File: src/rtl/combo_sequencer_pkg.sv
// Shared encodings for the combo sequencer: command codes, b patterns, FSM states.
package combo_pkg;

  typedef enum logic [1:0] {
    CMD_B1   = 2'b00,
    CMD_B3B1 = 2'b01,
    CMD_B2   = 2'b10,
    CMD_B3B2 = 2'b11
  } cmd_code_e;

  localparam logic [3:1] PAT_B1   = 3'b001;
  localparam logic [3:1] PAT_B3B1 = 3'b101;
  localparam logic [3:1] PAT_B2   = 3'b010;
  localparam logic [3:1] PAT_B3B2 = 3'b110;

  localparam int unsigned SHORT_FRAME_LEN = 4;
  localparam int unsigned LONG_FRAME_LEN  = 8;

  typedef enum logic [6:0] {
    ST_IDLE = 7'b000_0001,
    ST_F0   = 7'b000_0010,
    ST_F1   = 7'b000_0100,
    ST_F2   = 7'b000_1000,
    ST_F3   = 7'b001_0000,
    ST_TAIL = 7'b010_0000,
    ST_GAP  = 7'b100_0000
  } state_e;

  function automatic logic [3:1] code_to_b(input cmd_code_e code);
    case (code)
      CMD_B1:   return PAT_B1;
      CMD_B3B1: return PAT_B3B1;
      CMD_B2:   return PAT_B2;
      default:  return PAT_B3B2;
    endcase
  endfunction

endpackage

File: src/rtl/combo_sequencer_if.sv
// Command/response and detector-drive bundle between a command source and combo_sequencer.
interface combo_sequencer_if;

  logic       cmd_valid;
  logic [1:0] cmd_code;
  logic       cmd_ready;
  logic [3:1] b;
  logic       outp_in;
  logic       busy;
  logic       done;
  logic       rsp_err;

  modport master (
    output cmd_valid, cmd_code, outp_in,
    input  cmd_ready, b, busy, done, rsp_err
  );

  modport slave (
    input  cmd_valid, cmd_code, outp_in,
    output cmd_ready, b, busy, done, rsp_err
  );

endinterface

File: src/rtl/combo_outp_checker.sv
// Compares the detector's outp against the expected per-frame waveform; sticky error.
module combo_outp_checker
  import combo_pkg::*;
(
  input  logic      clk,
  input  logic      rst,
  input  logic      i_active,
  input  logic      i_clear,
  input  logic [2:0] i_idx,
  input  cmd_code_e i_code,
  input  logic      i_outp,
  output logic      o_err
);

  logic [3:1] w_pattern;
  logic       w_exp;
  logic       w_mismatch;
  logic       r_err;

  assign w_pattern = code_to_b(i_code);

  // Cycle k+2 mirrors b[3], k+3 is the detection pulse, every other frame cycle is low.
  always_comb begin
    w_exp = 1'b0;
    case (i_idx)
      3'd2:    w_exp = w_pattern[3];
      3'd3:    w_exp = 1'b1;
      default: w_exp = 1'b0;
    endcase
  end

  assign w_mismatch = i_active && (i_outp != w_exp);

  always_ff @(posedge clk or posedge rst) begin
    if (rst)             r_err <= 1'b0;
    else if (i_clear)    r_err <= 1'b0;
    else if (w_mismatch) r_err <= 1'b1;
  end

  assign o_err = r_err;

endmodule

File: src/rtl/combo_sequencer.sv
// Drives detector b[3:1] frames from valid/ready commands; optional outp checking
// is enabled with the COMBO_SEQUENCER_CHECK_EN macro.
module combo_sequencer
  import combo_pkg::*;
#(
  parameter int unsigned GAP_CYCLES = 1
) (
  input logic               clk,
  input logic               rst,
  combo_sequencer_if.slave  bus
);

  localparam logic [3:0] GAP_LAST = 4'(GAP_CYCLES - 1);

  state_e     r_state, w_state_nxt;
  cmd_code_e  r_code, w_code_nxt;
  logic [3:1] r_b, w_b_nxt;
  logic [1:0] r_tail_cnt, w_tail_nxt;
  logic [3:0] r_gap_cnt, w_gap_nxt;
  logic [3:1] w_pattern;
  logic       w_accept;
  logic       w_done;

  assign w_pattern = code_to_b(r_code);
  assign w_accept  = bus.cmd_valid && (r_state == ST_IDLE);

  // NOTE: every signal gets its default before the case so no path leaves it unassigned (no latch).
  always_comb begin
    w_state_nxt = r_state;
    w_code_nxt  = r_code;
    w_b_nxt     = 3'b000;
    w_tail_nxt  = r_tail_cnt;
    w_gap_nxt   = r_gap_cnt;
    unique case (r_state)
      ST_IDLE: begin
        if (w_accept) begin
          w_state_nxt = ST_F0;
          w_code_nxt  = cmd_code_e'(bus.cmd_code);
          w_b_nxt     = code_to_b(cmd_code_e'(bus.cmd_code));
        end
      end
      ST_F0: begin
        w_state_nxt = ST_F1;
        w_b_nxt     = w_pattern;
      end
      ST_F1: begin
        w_state_nxt = ST_F2;
        w_b_nxt     = w_pattern;
      end
      ST_F2: begin
        w_state_nxt = ST_F3;
        w_b_nxt     = w_pattern;
      end
      ST_F3: begin
        // The detector branches on b[2]: long frames need four more quiet cycles.
        if (w_pattern[2]) begin
          w_state_nxt = ST_TAIL;
          w_tail_nxt  = 2'd0;
        end else begin
          w_state_nxt = ST_GAP;
          w_gap_nxt   = 4'd0;
        end
      end
      ST_TAIL: begin
        w_tail_nxt = r_tail_cnt + 2'd1;
        if (r_tail_cnt == 2'd3) begin
          w_state_nxt = ST_GAP;
          w_gap_nxt   = 4'd0;
        end
      end
      ST_GAP: begin
        if (r_gap_cnt == GAP_LAST) w_state_nxt = ST_IDLE;
        else                       w_gap_nxt   = r_gap_cnt + 4'd1;
      end
      default: w_state_nxt = ST_IDLE;
    endcase
  end

  // NOTE: sequential state uses non-blocking assignments so all registers update together.
  always_ff @(posedge clk or posedge rst) begin
    if (rst) begin
      r_state    <= ST_IDLE;
      r_code     <= CMD_B1;
      r_b        <= 3'b000;
      r_tail_cnt <= 2'd0;
      r_gap_cnt  <= 4'd0;
    end else begin
      r_state    <= w_state_nxt;
      r_code     <= w_code_nxt;
      r_b        <= w_b_nxt;
      r_tail_cnt <= w_tail_nxt;
      r_gap_cnt  <= w_gap_nxt;
    end
  end

  assign w_done        = (r_state == ST_GAP) && (r_gap_cnt == 4'd0);
  assign bus.cmd_ready = (r_state == ST_IDLE);
  assign bus.busy      = (r_state != ST_IDLE);
  assign bus.b         = r_b;
  assign bus.done      = w_done;

`ifdef COMBO_SEQUENCER_CHECK_EN
  logic       w_active;
  logic [2:0] w_idx;
  logic       w_err;

  assign w_active = (r_state == ST_F0) || (r_state == ST_F1) || (r_state == ST_F2) ||
                    (r_state == ST_F3) || (r_state == ST_TAIL);

  always_comb begin
    w_idx = 3'd0;
    case (r_state)
      ST_F1:   w_idx = 3'd1;
      ST_F2:   w_idx = 3'd2;
      ST_F3:   w_idx = 3'd3;
      ST_TAIL: w_idx = {1'b1, r_tail_cnt};
      default: w_idx = 3'd0;
    endcase
  end

  combo_outp_checker u_checker (
    .clk      (clk),
    .rst      (rst),
    .i_active (w_active),
    .i_clear  (w_accept),
    .i_idx    (w_idx),
    .i_code   (r_code),
    .i_outp   (bus.outp_in),
    .o_err    (w_err)
  );

  assign bus.rsp_err = w_done && w_err;
`else
  logic w_unused_outp;
  assign w_unused_outp = bus.outp_in;
  assign bus.rsp_err   = 1'b0;
`endif

endmodule

File: src/flat_wrapper.sv
// flat-port wrapper written by rule: the top's interface ports become plain ports
module combo_sequencer_flat import combo_pkg::*;
#(
  parameter int unsigned GAP_CYCLES = 1
)
  (clk, rst, bus_cmd_valid, bus_cmd_code, bus_outp_in, bus_cmd_ready, bus_b, bus_busy, bus_done, bus_rsp_err);
  combo_sequencer_if bus_i ();
  input logic clk;
  input logic rst;
  input wire logic [$bits(bus_i.cmd_valid)-1:0] bus_cmd_valid;
  input wire logic [$bits(bus_i.cmd_code)-1:0] bus_cmd_code;
  input wire logic [$bits(bus_i.outp_in)-1:0] bus_outp_in;
  output wire logic [$bits(bus_i.cmd_ready)-1:0] bus_cmd_ready;
  output wire logic [$bits(bus_i.b)-1:0] bus_b;
  output wire logic [$bits(bus_i.busy)-1:0] bus_busy;
  output wire logic [$bits(bus_i.done)-1:0] bus_done;
  output wire logic [$bits(bus_i.rsp_err)-1:0] bus_rsp_err;
  assign bus_i.cmd_valid = bus_cmd_valid;
  assign bus_i.cmd_code = bus_cmd_code;
  assign bus_i.outp_in = bus_outp_in;
  assign bus_cmd_ready = bus_i.cmd_ready;
  assign bus_b = bus_i.b;
  assign bus_busy = bus_i.busy;
  assign bus_done = bus_i.done;
  assign bus_rsp_err = bus_i.rsp_err;
  combo_sequencer #(.GAP_CYCLES(GAP_CYCLES)) u_core (.clk(clk), .rst(rst), .bus(bus_i));
endmodule
File: config.mk
export PLATFORM = sky130hd
export DESIGN_NAME = combo_sequencer_flat
export DESIGN_NICKNAME = d
export VERILOG_FILES = /design/src/rtl/combo_sequencer_pkg.sv /design/src/rtl/combo_sequencer_if.sv /design/src/rtl/combo_outp_checker.sv /design/src/rtl/combo_sequencer.sv /design/src/flat_wrapper.sv
export SDC_FILE = /design/constraint.sdc
export NUM_CORES = 1
export LEC_CHECK = 0
export ABC_CLOCK_PERIOD_IN_PS = 1500
export CELL_PAD_IN_SITES_DETAIL_PLACEMENT = 1
export CELL_PAD_IN_SITES_GLOBAL_PLACEMENT = 2
export CORE_MARGIN = 8
export CORE_UTILIZATION = 31
export CTS_CLUSTER_SIZE = 28
export DETAILED_ROUTE_END_ITERATION = 10
export HOLD_SLACK_MARGIN = 0.08
export PLACE_DENSITY_LB_ADDON = 0.3
export REMOVE_ABC_BUFFERS = 1
export SLEW_MARGIN = 40
export SYNTH_ARGS = -nofsm -noshare
export SYNTH_HDL_FRONTEND = slang
export SYNTH_HIERARCHICAL = 1
export SYNTH_SLANG_ARGS = --single-unit
File: constraint.sdc
create_clock -name clk -period 1.5 [get_ports clk]
set_clock_uncertainty 0.1 [all_clocks]
set_input_delay 0.3 -clock clk [delete_from_list [all_inputs] [get_ports clk]]
set_output_delay 0.3 -clock clk [all_outputs]
set_load 0.05 [all_outputs]
# Word-level counts from Yosys, hierarchy flattened

Cells that the tools add are included.
W data, S select, Z words.

Flip-flop bits (word level): 18
Input port bits: 6
Logic and storage cells: 53

Add/subtract/negate cells: 2
Equal/unequal tests: 19
Multiplexer cells: 15
Reduce and logical (&&, ||, !) cells: 12

Operator list:

| cell                  | count |
|---|---|
| $pmux W7 S7           | 1 |
| $mux W7               | 4 |
| $pmux W3 S3           | 2 |
| $mux W4               | 3 |
| $pmux W4 S3           | 1 |
| $ne A2 B1 Y1 const B  | 4 |
| $eq A7 B1 Y1 const B  | 1 |
| $eq A7 B2 Y1 const B  | 1 |
| $eq A7 B3 Y1 const B  | 1 |
| $eq A7 B4 Y1 const B  | 1 |
| $eq A7 B5 Y1 const B  | 1 |
| $eq A7 B6 Y1 const B  | 1 |
| $eq A7 B7 Y1 const B  | 1 |
| $ne A7 B1 Y1 const B  | 1 |
| $eq A2 B2 Y1 const B  | 3 |
| $pmux W3 S2           | 1 |
| $add A4 B1 Y4 const B | 1 |
| $eq A2 B1 Y1 const B  | 2 |
| $logic_not A2 Y1      | 2 |
| $logic_not A4 Y1      | 1 |
| $ne A2 B2 Y1 const B  | 2 |
| $pmux W2 S2           | 1 |
| $reduce_and A2 Y1     | 2 |
| $reduce_and A4 Y1     | 1 |
| 8 further kinds       | 9 |

# Longest topological paths before layout

Gate-level depths: netlist (run 1).

Depth in word-level cells: 4
Gate-level depth with buffers: 6

# Worst setup path before layout (run 1)

No wires, ideal clock.

Path kind: reg2reg
From: register u_core.r_state[3]
To: register u_core.r_code[0]
Library setup time: 0.127 ns
Arrival: 1.930 ns
Data required time: 1.273 ns
Slack: -0.658 ns
Cell stages (with the launch flop): 7
Path buffers: 0
Clock period less this slack: 2.158 ns
Cell sequence: dfrtp_1 nor4_4 nand3_2 inv_2 nand2_2 clkinv_2 mux2_1

Cells in the longest elaborated chain, start to end: 3

RTL lines:

| item                            | line                  | text |
|---|---|---|
| start, declared                 | combo_sequencer.sv:15 | `state_e r_state, w_state_nxt;` |
| start signal, assigned          | combo_sequencer.sv:88 | `r_state <= w_state_nxt;` |
| $eq A7 B1 Y1 (*)                | -                     |  |
| net bus_cmd_ready               | flat_wrapper.sv:13    | `output wire logic [$bits(bus_i.cmd_ready)-1:0] bus_cmd_ready;` |
| $logic_and A1 B1 Y1             | combo_sequencer.sv:25 | `assign w_accept = bus.cmd_valid && (r_state == ST_IDLE);` |
| $reduce_and A2 Y1 (no line) (*) | -                     |  |
| end signal, assigned            | combo_sequencer.sv:89 | `r_code <= w_code_nxt;` |
| end, declared                   | combo_sequencer.sv:16 | `cmd_code_e r_code, w_code_nxt;` |

The timed path passes the listed nets; every way through them passes the cells marked *.
A chain may end at the register's enable or synchronous reset.

# Worst setup path in the final report (run 1)

From: register u_core.r_gap_cnt[1]
To: output bus_done

Cells in the longest elaborated chain, start to end: 2

RTL lines:

| item                   | line                  | text |
|---|---|---|
| start, declared        | combo_sequencer.sv:19 | `logic [3:0] r_gap_cnt, w_gap_nxt;` |
| start signal, assigned | combo_sequencer.sv:92 | `r_gap_cnt <= w_gap_nxt;` |
| $logic_not A4 Y1       | combo_sequencer.sv:96 | `assign w_done = (r_state == ST_GAP) && (r_gap_cnt == 4'd0);` |
| $logic_and A1 B1 Y1    | combo_sequencer.sv:96 |  |
| end, declared          | flat_wrapper.sv:16    | `output wire logic [$bits(bus_i.done)-1:0] bus_done;` |

No other way between the ends.

==> results.yml, run 1 <==
outcome:
  outcome: "finished with violations"
  violations: "negative setup slack"
finish:
  nets: 150
  layout-drive-gt1-share_pct: 64.29
  final_cell_mix: "buf_4, dfrtp_1, buf_6, buf_12, clkdlybuf4s50_1"
  utilization_pct: 56.79
  fillCellCount: 310
  area_growth_pct: 77.71
  insertedDiodeCount: 0
  multiInputGateArea_sq_um: 649.4
  final_common_cell: "buf_4"
  seqCellArea_sq_um: 454.2
  final_cells: 173
yosys:
  synthDistinctLibCells: 42
  syn_inst: 90
  synth_top_cell_by_area: "dfrtp_1"
  syn_area_sq_um: 959.7
  synth_top_cells_by_area: "dfrtp_1, ha_1, dfstp_2, nor4b_1, mux2_1"
  synth_seq_area_share_pct: 47.07
  synth_top_area_share_pct: 44.33
  syn_area_per_cell_sq_um: 10.66
  ys_seq_elements: 18
  synth_warnings: 6
grt:
  track_usage_pct: 11.93
  grt_pass1_wl_um: 4823
  grt.overflow.total: 0
  grt_start_max_net_pins: 11
  first_global_vias: 1022
  antenna_found_initial: 0
critical_path:
  critical_path.startpoint: "u_core/r_gap_cnt[1]"
  r2r-start: "u_core/r_gap_cnt[1]"
  crit_type: "flop to output port"
  critPathCaptureType: "output port"
  startpoint_type: "flop"
  critical_path_arrival_ps: 1550
  timing.rr.end: "u_core/r_gap_cnt[0]"
  ff2ff_path_depth: 9
  required_ps: 1100
  rrSetupSlack_ps: -330
  cp_max_fo: 2
pwr:
  p_seq_share_pct: 24.1
  switchingPower_uw: 1221
  power_frac_comb_pct: 65.5
  switching_share_pct: 41.33
  intPower_uw: 1733
  p_leak_uw: 0.0007504
  ir_worst_vdd_v: 0.001380
  cellPowerDensity_nw_per_um2: 1732
  power.share.clock_pct: 10.4
timing:
  final.min_clock_period_ps: 1949
  setup_slack_ps: -448.5
  max_freq_ghz: 0.5132
  finalSetupViolations: 20
  finalHoldViolCount: 0
  grt_setup_unrepaired: "yes"
  slew_viol_final: 0
  finalCritPeriodShare_pct: 129.9
placement:
  dp.final_hpwl_um: 1867
  numPortBuffers: 10
  dp_cells: 157
  gp_congestion: 0.7959
flow_run:
  max-cap-violations: 0
drt:
  remaining_drc_errors: 0
  ant_nets: 0
  drt-initial-drc-count: 6
  viasPerCell: 5.139
  routed_wirelength_um: 2856
  first_pass_iters: 4
  vias: 889
  wl_per_cell_um: 16.51
cts:
  insertion_delay_ps: 300
  max-clock-path-buffers: 2
  htreeDepth: 1
  root_buffer: "clkbuf_4"
  cts_made_buffers: 3
  cts_tree: "built"
  path_clk_slew_ps: 110
  cts.sinks: 18
min_path:
  hold_class: "primary input to async pin"
floorplan:
  rows: 20
  die_x_um: 71.64
  die_area_sq_um: 5132
  core_sq_um: 3003
  die-height_um: 71.64
  boundaryPins: 13
  start_util_pct: 31.96
[metrics by stage]
stage | setup WS (ps) | hold slack, ps | setup TNS (ps) | power, uW | area (sq um)
after CTS | -460.6 | 81.88 | -3248 | 2835 | 1612
after floorplan | -657.8 | 137.8 | -3929 | 1374 | 930.9
after global routing | -530.7 | 89.38 | -5304 | 3092 | 1705
final | -448.5 | 81.08 | -3890 | 2954 | 1705
after detailed placement | -309.0 | 381.5 | -2895 | 2107 | 1330
after global placement | -248.1 | 374.8 | -2645 | 2088 | 1330
[synth_stat cells (all sizes together)]
master  count
or4         1
ha          3
o211ai      2
nor3b       1
o22ai       2
nand4b      1
a211oi      1
nor4b       4
nand2       3
o21ai       8
or3b        1
dfrtp      17
nor2        5
clkinv      1
a22o        2
nor3        1
mux2        2
nor2b       2
a21oi       3
o21a        1
dfstp       1
nand4       1
o32ai       1
nor4        1
mux2i       2
or3         1
nand2b      3
nand3b      1
inv         6
conb        1
nand3       4
and4b       1
buf         4
xor2        2
[worst max-delay path by stage]
stage	endpoint	cells after the start
global route	bus_cmd_ready	5
floorplan	u_core/r_code[0]	6
global placement	bus_done	5
finish	bus_done	5
detailed placement	bus_done	5
CTS	bus_done	5
[routing by layer]
layer	up-vias	GRT usage, %	wire length [um]
met5	-	0	0
met4	0	6.803	95
met3	9	3.626	140
met2	22	20.65	1466
met1	436	12.50	1154
li1	422	-	-
[registers in the layout, indices dropped and copies added, names as in the netlist]
register and flops:
u_core/r_tail_cnt 2, u_core/r_state 7, u_core/bus.b 3, u_core/r_code 2, u_core/r_gap_cnt 4
[power by group through the flow]
stage / registers [uW] / clock network, uW / logic (uW)
after floorplan: 839 / 0 / 535
after global placement: 707 / 0 / 1380
after detailed placement: 707 / 0 / 1400
after CTS: 701 / 319 / 1810
after global routing: 725 / 338 / 2030
final: 711 / 308 / 1930
[logic make-up after synthesis]
family | Yosys count | share of synthesized area, %
AOI/OAI and AO/OA | 20 | 13.30
xor gates and xnor gates | 2 | 1.826
adders and majority gates | 3 | 3.912
buffers and inverters | 11 | 5.867
DFF | 18 | 47.07
muxes | 4 | 4.433
other | 1 | 0.3908
and+or+nand+nor | 31 | 23.21
[cell type report]
class                      instances  share of cell area (%)
tap                               33                   2.421
timing repair buffer              50                   28.91
sequential                        18                   26.63
inverter                           7                   1.834
clock buffer                       4                   2.128
multi-input combinational         61                   38.08
[worst max-delay path, cell delays in order (launching register included)]
cell and delay, ps:
dfrtp_1 410, inv_2 80, ha_4 120, or3b_4 390, nor2_4 110, buf_12 140
[timing repair]
action,4_1_cts,5_1_grt
resized for setup,45,14
setup endpoints to repair,20,20
setup buffers,11,5
pin swaps,13,4
hold buffers,0,0
Power figures use the tool's default switching activity.
==> run 2: changes to the inputs <==
--- a/config.mk
+++ b/config.mk
@@ -15,7 +15,7 @@
 export HOLD_SLACK_MARGIN = 0.08
 export PLACE_DENSITY_LB_ADDON = 0.3
 export REMOVE_ABC_BUFFERS = 1
-export SLEW_MARGIN = 40
+export SLEW_MARGIN = 20
 export SYNTH_ARGS = -nofsm -noshare
 export SYNTH_HDL_FRONTEND = slang
 export SYNTH_HIERARCHICAL = 1
==> results of run 2 <==
Same layout as run 1: the final DEF is identical, and so are final timing and power.
==> run 3: changes to the inputs <==
--- a/config.mk
+++ b/config.mk
@@ -5,11 +5,12 @@
 export SDC_FILE = /design/constraint.sdc
 export NUM_CORES = 1
 export LEC_CHECK = 0
-export ABC_CLOCK_PERIOD_IN_PS = 1500
+export ABC_AREA = 1
+export ABC_CLOCK_PERIOD_IN_PS = 2100
 export CELL_PAD_IN_SITES_DETAIL_PLACEMENT = 1
 export CELL_PAD_IN_SITES_GLOBAL_PLACEMENT = 2
 export CORE_MARGIN = 8
-export CORE_UTILIZATION = 31
+export CORE_UTILIZATION = 33
 export CTS_CLUSTER_SIZE = 28
 export DETAILED_ROUTE_END_ITERATION = 10
 export HOLD_SLACK_MARGIN = 0.08
==> constraint.sdc (replaced) <==
create_clock -name clk -period 2.1 [get_ports clk]
set_clock_uncertainty 0.1 [all_clocks]
set_input_delay 0.42 -clock clk [delete_from_list [all_inputs] [get_ports clk]]
set_output_delay 0.42 -clock clk [all_outputs]
set_load 0.05 [all_outputs]
==> run 3 against run 2 <==
Net effect: the run now ends clean; cell area decreased by 22%; combinational power decreased by 56%; clock power decreased by 40%; synthesized cell count increased by 43%; via count decreased by 4.2%; non-clock buffer count decreased by 37; register-to-register slack improved by 940 ps; critical path type unchanged; critical endpoint unchanged.
==> results.yml, run 3 <==
drt:
  first_pass_iters: 4
  remaining_drc_errors: 0
  drt-initial-drc-count: 18
  ant_nets: 0
  vias: 852
  viasPerCell: 4.461
  wl_per_cell_um: 12.13
  routed_wirelength_um: 2316
pwr:
  p_leak_uw: 0.0007013
  ir_worst_vdd_v: 0.0007774
  power_uw: 1527
  cellPowerDensity_nw_per_um2: 1155
finish:
  final_cells: 191
  final_common_cell: "nand2_1"
  insertedDiodeCount: 0
  area_growth_pct: 20.11
  final_cell_mix: "nand2_1, dfrtp_1, nor2_1, inv_1, nand3_1"
  largest_reg_flops: 7
  largest-register: "u_core/r_state"
  nets: 155
  layout-drive-gt1-share_pct: 31.72
  utilization_pct: 40.59
cts:
  cts_tree: "built"
  htreeDepth: 1
  insertion_delay_ps: 290
  cts_made_buffers: 3
  path_clk_slew_ps: 110
  cts.sinks: 18
  max-clock-path-buffers: 2
  hold_buffers: 0
  root_buffer: "clkbuf_4"
timing:
  slew_headroom_pct: 66.05
  final.min_clock_period_ps: 2013
  finalSetupTns_ps: 0
  worst_slew_pin_slew_ps: 507.7
  slew_viol_final: 0
  max_freq_ghz: 0.4967
  finalCritPeriodShare_pct: 95.88
  finalSetupViolations: 0
  finalHoldViolCount: 0
critical_path:
  cp_slowest_cell: "dfrtp_1"
  cp.buffers_inverters: 3
  max_stage_delay_ps: 440
  critical_path_arrival_ps: 1490
  startpoint_type: "flop"
  critPathCaptureType: "output port"
  cp_top_family: "flip-flops"
  cp_max_fo: 4
  crit_chain: "inv_2, ha_1, nand2_1, nor2_2, nand3_2, inv_4, buf_12"
  required_ps: 1580
  crit_type: "flop to output port"
grt:
  track_usage_pct: 9.667
  grt_pass1_wl_um: 4119
  grt.overflow.total: 0
  grt_start_max_net_pins: 19
  antenna_found_initial: 0
  first_global_vias: 957
placement:
  gp_congestion: 0.7764
  dp.final_hpwl_um: 1950
  numPortBuffers: 10
  dp_cells: 185
yosys:
  synthFlopType: "dfrtp_1"
  syn_area_sq_um: 1101
  synthArstFlopShare_pct: 100.0
  yosysMostFrequentCell: "nand2_1"
  ys_seq_elements: 18
  synth_commonest_cells: "nand2_1, dfrtp_1, nor2_1"
  synthDistinctLibCells: 27
  synth_top_cell_by_area: "dfrtp_1"
  synth_edf_count: 0
  synth_top_cells_by_area: "dfrtp_1, nand2_1, nor2_1, nand3_1, inv_1"
  synth_seq_area_share_pct: 41.02
  synth_warnings: 6
  syn_inst: 129
  syn_area_per_cell_sq_um: 8.535
  synth_top_area_share_pct: 38.64
floorplan:
  die-height_um: 73.76
  rows: 21
  die_area_sq_um: 5441
  core_sq_um: 3258
  die_x_um: 73.76
  start_util_pct: 33.79
  boundaryPins: 13
flow_run:
  max-cap-violations: 0
outcome:
  outcome: "finished clean"
min_path:
  hold_class: "primary input to async pin"
==> run 3: worst register-to-register path: cells and delay by family (launching register included) <==
family                     cells  cell delay, ps
buffers and inverters          1              70
adders and majority gates      1             190
AOI/OAI and AO/OA              1             180
and+or+nand+nor                5             430
DFF                            1             420
==> run 3: layout make-up <==
cell class              count  area, sq um
fillers                   430         1936
flip-flops and latches     18        451.7
well taps                  46        57.56
inverters                  23        98.84
clock buffers               4        26.28
repair buffers             13        140.1
multi-input cells          87        548.0
==> run 3: timing repair <==
item | CTS | global route
endpoints found under the hold margin | 0 | 0
buffers inserted | 0 | 2
endpoints found under the setup margin | 1 | 1
pin swaps | 0 | 0
gates resized for setup | 1 | 2
==> run 3: kinds of logic after synthesis <==
logic type / count (synthesis) / synth area share, %
other cells: 1 / 0.3406
flops: 18 / 41.02
compound gates: 11 / 7.501
buf+inv: 24 / 9.432
simple gates: 71 / 37.50
xor+xnor: 1 / 0.7956
fa+ha+maj: 3 / 3.409
==> run 3: through the flow <==
stage / area, sq um / hold WS, ps / setup WS [ps]
after floorplan: 1094 / 257.8 / 448.1
final: 1323 / 344.4 / 86.54
after global routing: 1323 / 364.4 / -4.698
after CTS: 1305 / 356.8 / 29.46
after detailed placement: 1276 / 372.5 / 329.5
after global placement: 1276 / 360.3 / 369.1
==> run 3: power by group <==
part,internal [uW],total [uW],switching (uW)
Clock,73.7,185,111
Sequential,431,502,70.6
Combinational,288,841,552
==> run 3: layer usage <==
layer / wire length [um] / global-route usage, %
met3: 50 / 2.319
met1: 1044 / 11.46
met5: 0 / 0
met4: 15 / 3.326
met2: 1205 / 16.44
==> run 3: final timing paths <==
check	slack, ps	end	depth (start not counted)	startpoint
max	90	bus_done	7	u_core/r_gap_cnt[0]
min	340	u_core/r_gap_cnt[1]	3	rst
max reg2reg	610	u_core/r_gap_cnt[0]	8	u_core/r_gap_cnt[0]
min reg2reg	400	u_core/bus.b[3]	2	u_core/r_code[0]
max in group asynchronous	1290	u_core/r_state[0]	3	rst
min in group clk	400	u_core/bus.b[3]	2	u_core/r_code[0]
